==> src/rtl/game_key_pkg.sv <==
// Shared types and constants for the PS/2 game keyboard front end:
// frame receiver states, scancodes of interest and the held-key bit layout.
package game_key_pkg;

    typedef enum logic [1:0] {
        ST_IDLE,
        ST_DATA,
        ST_PARITY,
        ST_STOP
    } frame_state_t;

    localparam logic [7:0] SC_BREAK       = 8'hF0;
    localparam logic [7:0] SC_EXT         = 8'hE0;
    localparam logic [7:0] SC_A           = 8'h1C;
    localparam logic [7:0] SC_D           = 8'h23;
    localparam logic [7:0] SC_W           = 8'h1D;
    localparam logic [7:0] SC_SPACE       = 8'h29;
    localparam logic [7:0] SC_ARROW_LEFT  = 8'h6B;
    localparam logic [7:0] SC_ARROW_RIGHT = 8'h74;
    localparam logic [7:0] SC_ARROW_UP    = 8'h75;

    localparam logic [1:0] KEY_LEFT   = 2'd0;
    localparam logic [1:0] KEY_RIGHT  = 2'd1;
    localparam logic [1:0] KEY_JUMP   = 2'd2;
    localparam logic [1:0] KEY_ACTION = 2'd3;

    typedef struct packed {
        logic       hit;
        logic [1:0] idx;
    } key_map_t;

    // Extended codes only match after an E0 prefix, so A and the left arrow
    // can share a key bit without colliding in the lookup.
    function automatic key_map_t map_scancode(input logic [7:0] code, input logic ext);
        key_map_t r;
        r.hit = 1'b1;
        r.idx = KEY_LEFT;
        if (!ext) begin
            case (code)
                SC_A:     r.idx = KEY_LEFT;
                SC_D:     r.idx = KEY_RIGHT;
                SC_W:     r.idx = KEY_JUMP;
                SC_SPACE: r.idx = KEY_ACTION;
                default:  r.hit = 1'b0;
            endcase
        end else begin
            case (code)
                SC_ARROW_LEFT:  r.idx = KEY_LEFT;
                SC_ARROW_RIGHT: r.idx = KEY_RIGHT;
                SC_ARROW_UP:    r.idx = KEY_JUMP;
                default:        r.hit = 1'b0;
            endcase
        end
        return r;
    endfunction

endpackage

==> src/rtl/ps2_rx.sv <==
// PS/2 frame receiver: synchronizes the raw lines, walks start/data/parity/stop
// on falling ps2_clk edges and abandons a frame that stalls too long.
module ps2_rx
    import game_key_pkg::*;
#(
    parameter int TIMEOUT_CYCLES = 130000
) (
    input  logic       clk,
    input  logic       rst,
    input  logic       ps2_clk,
    input  logic       ps2_data,
    output logic [7:0] data_byte,
    output logic       byte_valid,
    output logic       err
);

    localparam int TW = $clog2(TIMEOUT_CYCLES + 1);

    // bit 0 carries ps2_clk, bit 1 carries ps2_data
    logic [1:0]   meta_q, meta_d;
    logic [1:0]   sync_q, sync_d;
    logic         clk_prev_q, clk_prev_d;
    frame_state_t state_q, state_d;
    logic [2:0]   bit_cnt_q, bit_cnt_d;
    logic [7:0]   shift_q, shift_d;
    logic         par_q, par_d;
    logic [TW-1:0] timer_q, timer_d;

    logic fall;
    logic din;

    assign fall      = clk_prev_q & ~sync_q[0];
    assign din       = sync_q[1];
    assign data_byte = shift_q;

    always_ff @(posedge clk or negedge rst) begin
        if (!rst) begin
            meta_q     <= 2'b11;
            sync_q     <= 2'b11;
            clk_prev_q <= 1'b1;
            state_q    <= ST_IDLE;
            bit_cnt_q  <= '0;
            shift_q    <= '0;
            par_q      <= 1'b0;
            timer_q    <= '0;
        end else begin
            meta_q     <= meta_d;
            sync_q     <= sync_d;
            clk_prev_q <= clk_prev_d;
            state_q    <= state_d;
            bit_cnt_q  <= bit_cnt_d;
            shift_q    <= shift_d;
            par_q      <= par_d;
            timer_q    <= timer_d;
        end
    end

    always_comb begin
        meta_d     = {ps2_data, ps2_clk};
        sync_d     = meta_q;
        clk_prev_d = sync_q[0];
        state_d    = state_q;
        bit_cnt_d  = bit_cnt_q;
        shift_d    = shift_q;
        par_d      = par_q;
        timer_d    = timer_q;
        byte_valid = 1'b0;
        err        = 1'b0;

        if (fall) begin
            // an edge always beats a timeout landing in the same cycle
            timer_d = '0;
            case (state_q)
                ST_IDLE: begin
                    if (!din) begin
                        state_d   = ST_DATA;
                        bit_cnt_d = '0;
                    end else begin
                        err = 1'b1;
                    end
                end
                ST_DATA: begin
                    shift_d   = {din, shift_q[7:1]};
                    bit_cnt_d = bit_cnt_q + 3'd1;
                    if (bit_cnt_q == 3'd7) begin
                        state_d = ST_PARITY;
                    end
                end
                ST_PARITY: begin
                    par_d   = din;
                    state_d = ST_STOP;
                end
                ST_STOP: begin
                    state_d = ST_IDLE;
                    if (din && (^{shift_q, par_q})) begin
                        byte_valid = 1'b1;
                    end else begin
                        err = 1'b1;
                    end
                end
                default: state_d = ST_IDLE;
            endcase
        end else if (state_q != ST_IDLE) begin
            if (timer_q == TW'(TIMEOUT_CYCLES - 1)) begin
                state_d = ST_IDLE;
                timer_d = '0;
                shift_d = '0;
                err     = 1'b1;
            end else begin
                timer_d = timer_q + 1'b1;
            end
        end else begin
            timer_d = '0;
        end
    end

endmodule

==> src/rtl/game_ps2_keys.sv <==
// PS/2 keyboard to game-controller bridge: turns make/break scancode
// sequences into a held-key vector for left, right, jump and action.
module game_ps2_keys
    import game_key_pkg::*;
#(
    parameter int TIMEOUT_CYCLES = 130000
) (
    input  logic       clk,
    input  logic       rst,
    input  logic       ps2_clk,
    input  logic       ps2_data,
    output logic [3:0] key,
    output logic [7:0] scancode,
    output logic       code_valid,
    output logic       frame_err
);

    logic [7:0] rx_byte;
    logic       rx_valid;
    logic       rx_err;

    logic [3:0] key_q, key_d;
    logic [7:0] scancode_q, scancode_d;
    logic       code_valid_q, code_valid_d;
    logic       frame_err_q, frame_err_d;
    logic       brk_q, brk_d;
    logic       ext_q, ext_d;
    key_map_t   lk;

    ps2_rx #(
        .TIMEOUT_CYCLES(TIMEOUT_CYCLES)
    ) u_rx (
        .clk        (clk),
        .rst        (rst),
        .ps2_clk    (ps2_clk),
        .ps2_data   (ps2_data),
        .data_byte  (rx_byte),
        .byte_valid (rx_valid),
        .err        (rx_err)
    );

    always_ff @(posedge clk or negedge rst) begin
        if (!rst) begin
            key_q        <= '0;
            scancode_q   <= '0;
            code_valid_q <= 1'b0;
            frame_err_q  <= 1'b0;
            brk_q        <= 1'b0;
            ext_q        <= 1'b0;
        end else begin
            key_q        <= key_d;
            scancode_q   <= scancode_d;
            code_valid_q <= code_valid_d;
            frame_err_q  <= frame_err_d;
            brk_q        <= brk_d;
            ext_q        <= ext_d;
        end
    end

    always_comb begin
        key_d        = key_q;
        scancode_d   = scancode_q;
        code_valid_d = rx_valid;
        frame_err_d  = rx_err;
        brk_d        = brk_q;
        ext_d        = ext_q;
        lk           = map_scancode(rx_byte, ext_q);

        // rejected frames leave the prefix flags alone so a retry can complete
        if (rx_valid) begin
            scancode_d = rx_byte;
            if (rx_byte == SC_BREAK) begin
                brk_d = 1'b1;
            end else if (rx_byte == SC_EXT) begin
                ext_d = 1'b1;
            end else begin
                if (lk.hit) begin
                    key_d[lk.idx] = ~brk_q;
                end
                brk_d = 1'b0;
                ext_d = 1'b0;
            end
        end
    end

    assign key        = key_q;
    assign scancode   = scancode_q;
    assign code_valid = code_valid_q;
    assign frame_err  = frame_err_q;

endmodule

==> config.mk <==
export PLATFORM = sky130hd
export DESIGN_NAME = game_ps2_keys
export DESIGN_NICKNAME = d
export VERILOG_FILES = /design/src/rtl/game_key_pkg.sv /design/src/rtl/ps2_rx.sv /design/src/rtl/game_ps2_keys.sv
export SDC_FILE = /design/constraint.sdc
export NUM_CORES = 1
export LEC_CHECK = 0
export CORE_MARGIN = 3
export CORE_UTILIZATION = 60
export CTS_BUF_LIST = sky130_fd_sc_hd__clkbuf_4
export CTS_CLUSTER_SIZE = 28
export DETAILED_ROUTE_END_ITERATION = 12
export GPL_TIMING_DRIVEN = 0
export HOLD_SLACK_MARGIN = 0.05
export PLACE_DENSITY = 0.77
export SETUP_SLACK_MARGIN = 0.02
export SLEW_MARGIN = 25
export SYNTH_ARGS = -nofsm -noshare
export SYNTH_HDL_FRONTEND = slang
export SYNTH_SLANG_ARGS = --single-unit
==> constraint.sdc <==
create_clock -name clk -period 2.57 [get_ports clk]
set_clock_uncertainty 0.05 [all_clocks]
set_input_delay 0.257 -clock clk [delete_from_list [all_inputs] [get_ports clk]]
set_output_delay 0.257 -clock clk [all_outputs]
set_load 0.005 [all_outputs]
# After elaboration in Yosys (flattened, before gate mapping)
# Cells that the tools add are included.
# word_totals
out_inout_bits	14
ff_bits	52
elab_cells	94
input_bits	4
# classes
addsub	2
bitwise_logic	5
n_reduce_logical	17
mux	35
magnitude_cmp	2
eq_ne	19
# op_table
cell	n
two-way mux 17 bit	3
two-way mux 8 bit	4
equality test 8 x 7 -> 1 bit, second input constant	3
adder 17 x 1 -> 17 bit, second input constant	1
equality test 17 bit, second input constant	1
equality test 8 x 5 -> 1 bit, second input constant	2
equality test 8 x 6 -> 1 bit, second input constant	2
equality test 8 bit, second input constant	2
two-way mux 1 bit	14
two-way mux 2 bit	5
XOR reduction 9 bit	1
case mux 2 bit (4 select lines)	1
AND reduction 4 bit	2
nonzero test 2 bit	4
two-way mux 3 bit	2
!= test 2 bit, second input constant	3
!= test 3 bit, second input constant	2
case mux 2 bit (3 select lines)	1
case mux 3 bit (2 select lines)	1
AND reduction 2 bit	3
AND reduction 3 bit	2
bitwise mux 4 bit	1
equality test 2 bit, second input constant	2
NOT 1 bit	4
other kinds (13)	14

# Logic depth before layout (Yosys ltp)
# depth
ltp_word	9
ltp_mapped	7
mapped_depth_nobuf	7

# Modules after synthesis
# From an unflattened synthesis, not the netlist that was laid out.
# hier_totals
cells_unflattened	231
hier_area_um2	2527.4
# by_module_without_submodules
mod	area_per_inst_um2	instances	cells_each	seq_area_each_um2
ps2_rx	1740.4	1	169	907.1
game_ps2_keys	787.0	1	62	400.4

# Least setup slack after synthesis
# OpenSTA, ideal clock, no wires.
# synth_timing
path_type	register to register
from	register u_rx.shift_q[3], in the netlist u_rx.data_byte[3]
to	register scancode_q[0], in the netlist scancode[0]
slack_ps	518
synth_period_minus_slack_ps	2052
required_time_ps	2395
path_stages_with_launch	7
setup_time_ps	125
arrival_time_ps	1877
n_path_buf	1
cell_sequence	dfrtp_1 > buf_6 > xor2_2 > xnor3_2 > xnor2_4 > nor2_8 > mux2_4
# synth_between
elab_chain_cells	5
# synth_rtl
element	line	text
from (decl)	ps2_rx.sv:25	logic [7:0] shift_q, shift_d;
from (signal assigned)	ps2_rx.sv:52	shift_q <= shift_d;
XOR reduction 9 bit	ps2_rx.sv:95	if (din && (^{shift_q, par_q})) begin
logical AND 1 bit	ps2_rx.sv:95	
two-way mux 1 bit	ps2_rx.sv:95	
two-way mux 1 bit	ps2_rx.sv:73	case (state_q)
two-way mux 1 bit	ps2_rx.sv:70	if (fall) begin
net code_valid_d	game_ps2_keys.sv:24	logic code_valid_q, code_valid_d;
to (signal assigned)	game_ps2_keys.sv:52	scancode_q <= scancode_d;
to (decl)	game_ps2_keys.sv:23	logic [7:0] scancode_q, scancode_d;
# The timed path passes the listed nets, and every way through them passes these cells.
# A chain may end at the register's enable or synchronous reset.

# Worst setup path in the final report
# layout_timing
from	register u_rx.shift_q[3], in the netlist u_rx.data_byte[3]
to	register scancode_q[1], in the netlist scancode[1]
# The elaborated chain is that of the path after synthesis.

==> reports/metrics.csv <==
stage,metric,value,unit
critical_path,startpoint,u_rx.data_byte[3]$_DFFE_PN0P_,
sta,fin_crit,2.24,ns
sta,slew_viol_final,0,
grt,antenna_found_initial,0,
power_and_ir_drop,pwr-share-comb,0.350,
routing,dr.first_iter.drc_count,155,
critical_path,path_class,register to register,
die,rows,23,
routing,dr.pass1.iters,4,
logic_synthesis,synth_largest_area_cell,dfrtp_1,
sta,post-route-period-util,0.872,
routing,wl,4440,um
power_and_ir_drop,p_per_area,737,mW/mm^2
logic_synthesis,ys.flop_type,dfrtp_1,
logic_synthesis,yosysMostFrequentCell,dfrtp_1,
clock_network,htree_levels,2,
critical_path,endpoint,scancode[1]$_DFFE_PN0P_,
run_status,status,completed,
die,die_area,0.00515,mm^2
critical_path,cp.depth,6,
grt,grt_pass1_wl,8130,um
logic_synthesis,ys_warn_count,0,
logic_synthesis,yosysTopAreaCellShare,0.453,
layout,drive_gt1_frac,0.123,
clock_network,cts_root_buf,clkbuf_4,
power_and_ir_drop,power_switching_share,0.361,
layout,final_util,0.712,
clock_network,insertion_delay,0.37,ns
grt,grt_overflow,0,
layout,num_antenna_cells,0,
logic_synthesis,avgSynthCellArea,10.7,um^2
die,core_area,0.00409,mm^2
placement,io_buffers,17,
critical_path,reg2reg_to,scancode[1]$_DFFE_PN0P_,
sta,holdWs,0.231,ns
critical_path,cp.arrival,2.46,ns
clock_network,numCtsBuffers,5,
critical_path,rr_worst_depth,6,
die,io_pins,18,
power_and_ir_drop,p_int,1.37,mW
critical_path,critPathRequiredTime,2.78,ns
grt,grt_max_degree,53,
job,maxCapViolations,0,
sta,maxSlewHeadroom,0.588,
power_and_ir_drop,clock_power_share,0.208,
logic_synthesis,synth_cell_types,47,
logic_synthesis,synthesis.area,0.00259,mm^2
logic_synthesis,synthArstFlopShare,1.00,
sta,finalHoldViolCount,0,
critical_path,start_kind,register,
critical_path,worstReg2RegStart,u_rx.data_byte[3]$_DFFE_PN0P_,
power_and_ir_drop,switchingPower,774,uW
critical_path,path_max_fanout,10,
sta,finalSetupViolations,0,
layout,synthToLayoutAreaGrowth,12.2,%
critical_path,reg2reg_slack,0.33,ns
routing,routedWlPerCell,13.9,um
clock_network,clock-sinks,52,
critical_path,path_cells,buf_6 > xor2_2 > xnor3_2 > xnor2_4 > nor2_8 > mux2_4,
layout,nFillCells,313,
power_and_ir_drop,p_leak,1.22,nW
layout,fin_nets,279,
placement,dp_hpwl,3120,um
logic_synthesis,yosys_register_bits,52,
grt,grt_pass1_vias,1698,
clock_network,cts_setup_buffers,0,
sta,tightest_slew,0.618,ns
die,fp.dieH,71.8,um
critical_path,worst-path-buf-inv,1,
logic_synthesis,synthTopCellsByCount,"dfrtp_1 (47), nand2_1 (28), nor2_1 (22), xnor2_1 (15), inv_1 (12)",
logic_synthesis,synthCells,243,
sta,timing.fmax,446,MHz
routing,drc,0,
logic_synthesis,synth.net_count,254,
critical_path,slowest_stage,xnor3_2,
placement,gp_congestion,0.817,
critical_path,slowest_delay,0.50,ns
sta,rsz0062_at_grt,no,
routing,drtAntennaViolNets,0,
power_and_ir_drop,seqPwrFrac,0.442,
placement,placed_area,0.00282,mm^2
clock_network,cts_buffer_depth,2,
logic_synthesis,synth_seq_area_share,0.504,
critical_path,endpoint_kind,register,
die,initial_core_util,0.635,
logic_synthesis,synth_area_leaders,"dfrtp_1 (45%), dfstp_2 (5.1%), xnor2_1 (5.1%), mux2_4 (4.6%), nand2_1 (4.1%)",
die,die_x,71.8,um
clock_network,clk_pin_slew_worst_paths,0.14,ns
logic_synthesis,synth_edf_count,0,
hold_path,hold_class,input port to register,
routing,num_vias,1802,
clock_network,cts_tree,yes,
grt,grtUsageTotal,0.201,
power_and_ir_drop,vdd.ir_drop.worst,0.00127,V
layout,finalInstanceArea,0.00291,mm^2
critical_path,worst_path_dominant_cell_family,XOR/XNOR gates,
routing,viasPerCell,5.65,
## cells by family after synthesis
| logic type | share of synthesized area |
|---|---|
| simple gates | 0.191 |
| flops | 0.504 |
| compound gates | 0.0748 |
| mux | 0.0695 |
| xor+xnor | 0.0835 |
| buf+inv | 0.0434 |
| fa+ha+maj | 0.0338 |
## per-layer routing
metal,GRT usage,vias up,part of all wire,routed length (um)
met5,0,-,0,0
met4,0.0626,0,0.014,64
met3,0.0421,7,0.030,133
met2,0.290,29,0.45,2010
met1,0.305,879,0.50,2240
li1,-,887,-,-
## cell type report
| class | instances | area (um^2) | share of cell area |
|---|---|---|---|
| sequential | 52 | 1310 | 0.449 |
| buffer | 13 | 67.6 | 0.0232 |
| tap | 50 | 62.6 | 0.0215 |
| clock buffer | 5 | 37.5 | 0.0129 |
| timing repair buffer | 18 | 178 | 0.0611 |
| multi-input combinational | 166 | 1170 | 0.403 |
| inverter | 12 | 45.0 | 0.0155 |
| clock inverter | 3 | 37.5 | 0.0129 |
## power groups by stage
stage / clock network, mW / logic [mW] / registers (mW)
2_1_floorplan: 0 / 0.595 / 0.953
3_3_place_gp: 0 / 0.734 / 0.958
3_5_place_dp: 0 / 0.754 / 0.962
4_1_cts: 0.460 / 0.755 / 0.946
5_1_grt: 0.495 / 0.846 / 0.958
6_report: 0.446 / 0.750 / 0.947
## worst min-delay path by stage
stage,from,endpoint,slack [ns],cells after the start
after floorplan,rst,brk_q$_DFFE_PN0P_,-0.09,0
after global placement,u_rx.meta_q[1]$_DFF_PN1_,u_rx.sync_q[1]$_DFF_PN1_,0.30,0
after detailed placement,rst,u_rx.timer_q[15]$_DFF_PN0_,0.28,1
after CTS,ps2_data,u_rx.meta_q[1]$_DFF_PN1_,0.22,1
after global routing,ps2_data,u_rx.meta_q[1]$_DFF_PN1_,0.22,1
final,ps2_data,u_rx.meta_q[1]$_DFF_PN1_,0.23,1
## registers in the layout (all words and copies together) (netlist names)
signal and cells:
u_rx.meta_q 2, ext_q 1, u_rx.bit_cnt_q 3, u_rx.sync_q 2, frame_err 1, u_rx.data_byte 8, u_rx.timer_q 17, brk_q 1
scancode 8, key 4, u_rx.clk_prev_q 1, u_rx.par_q 1, code_valid 1, u_rx.state_q 2
## through the flow
step           TNS [ns]  setup slack, ns  cells  power [mW]
2_1_floorplan         0            0.518    243        1.55
3_3_place_gp     -13.83           -0.297    310        1.69
3_5_place_dp          0            0.330    310        1.72
4_1_cts               0            0.308    319        2.16
5_1_grt               0            0.119    319        2.30
6_report              0            0.330    319        2.14
## layout by cell type (no fill, tap or decap), drive strengths merged, types with 3 or more instances in the layout
master,count
dfrtp,47
nand2,28
nor2,23
clkdlybuf4s50,16
xnor2,16
o21ai,14
inv,12
nor3,11
clkbuf,10
buf,9
mux2,8
ha,7
nand3,6
mux2i,6
nand4,5
dfstp,5
or3,4
o22a,3
nor4,3
xor2,3
## repair_timing
item / CTS / global route
resized for setup: 0 / 0
hold buffers: 1 / 0
endpoints found under the hold margin: 47 / 0
No activity file was read; power rests on OpenSTA's default activity.
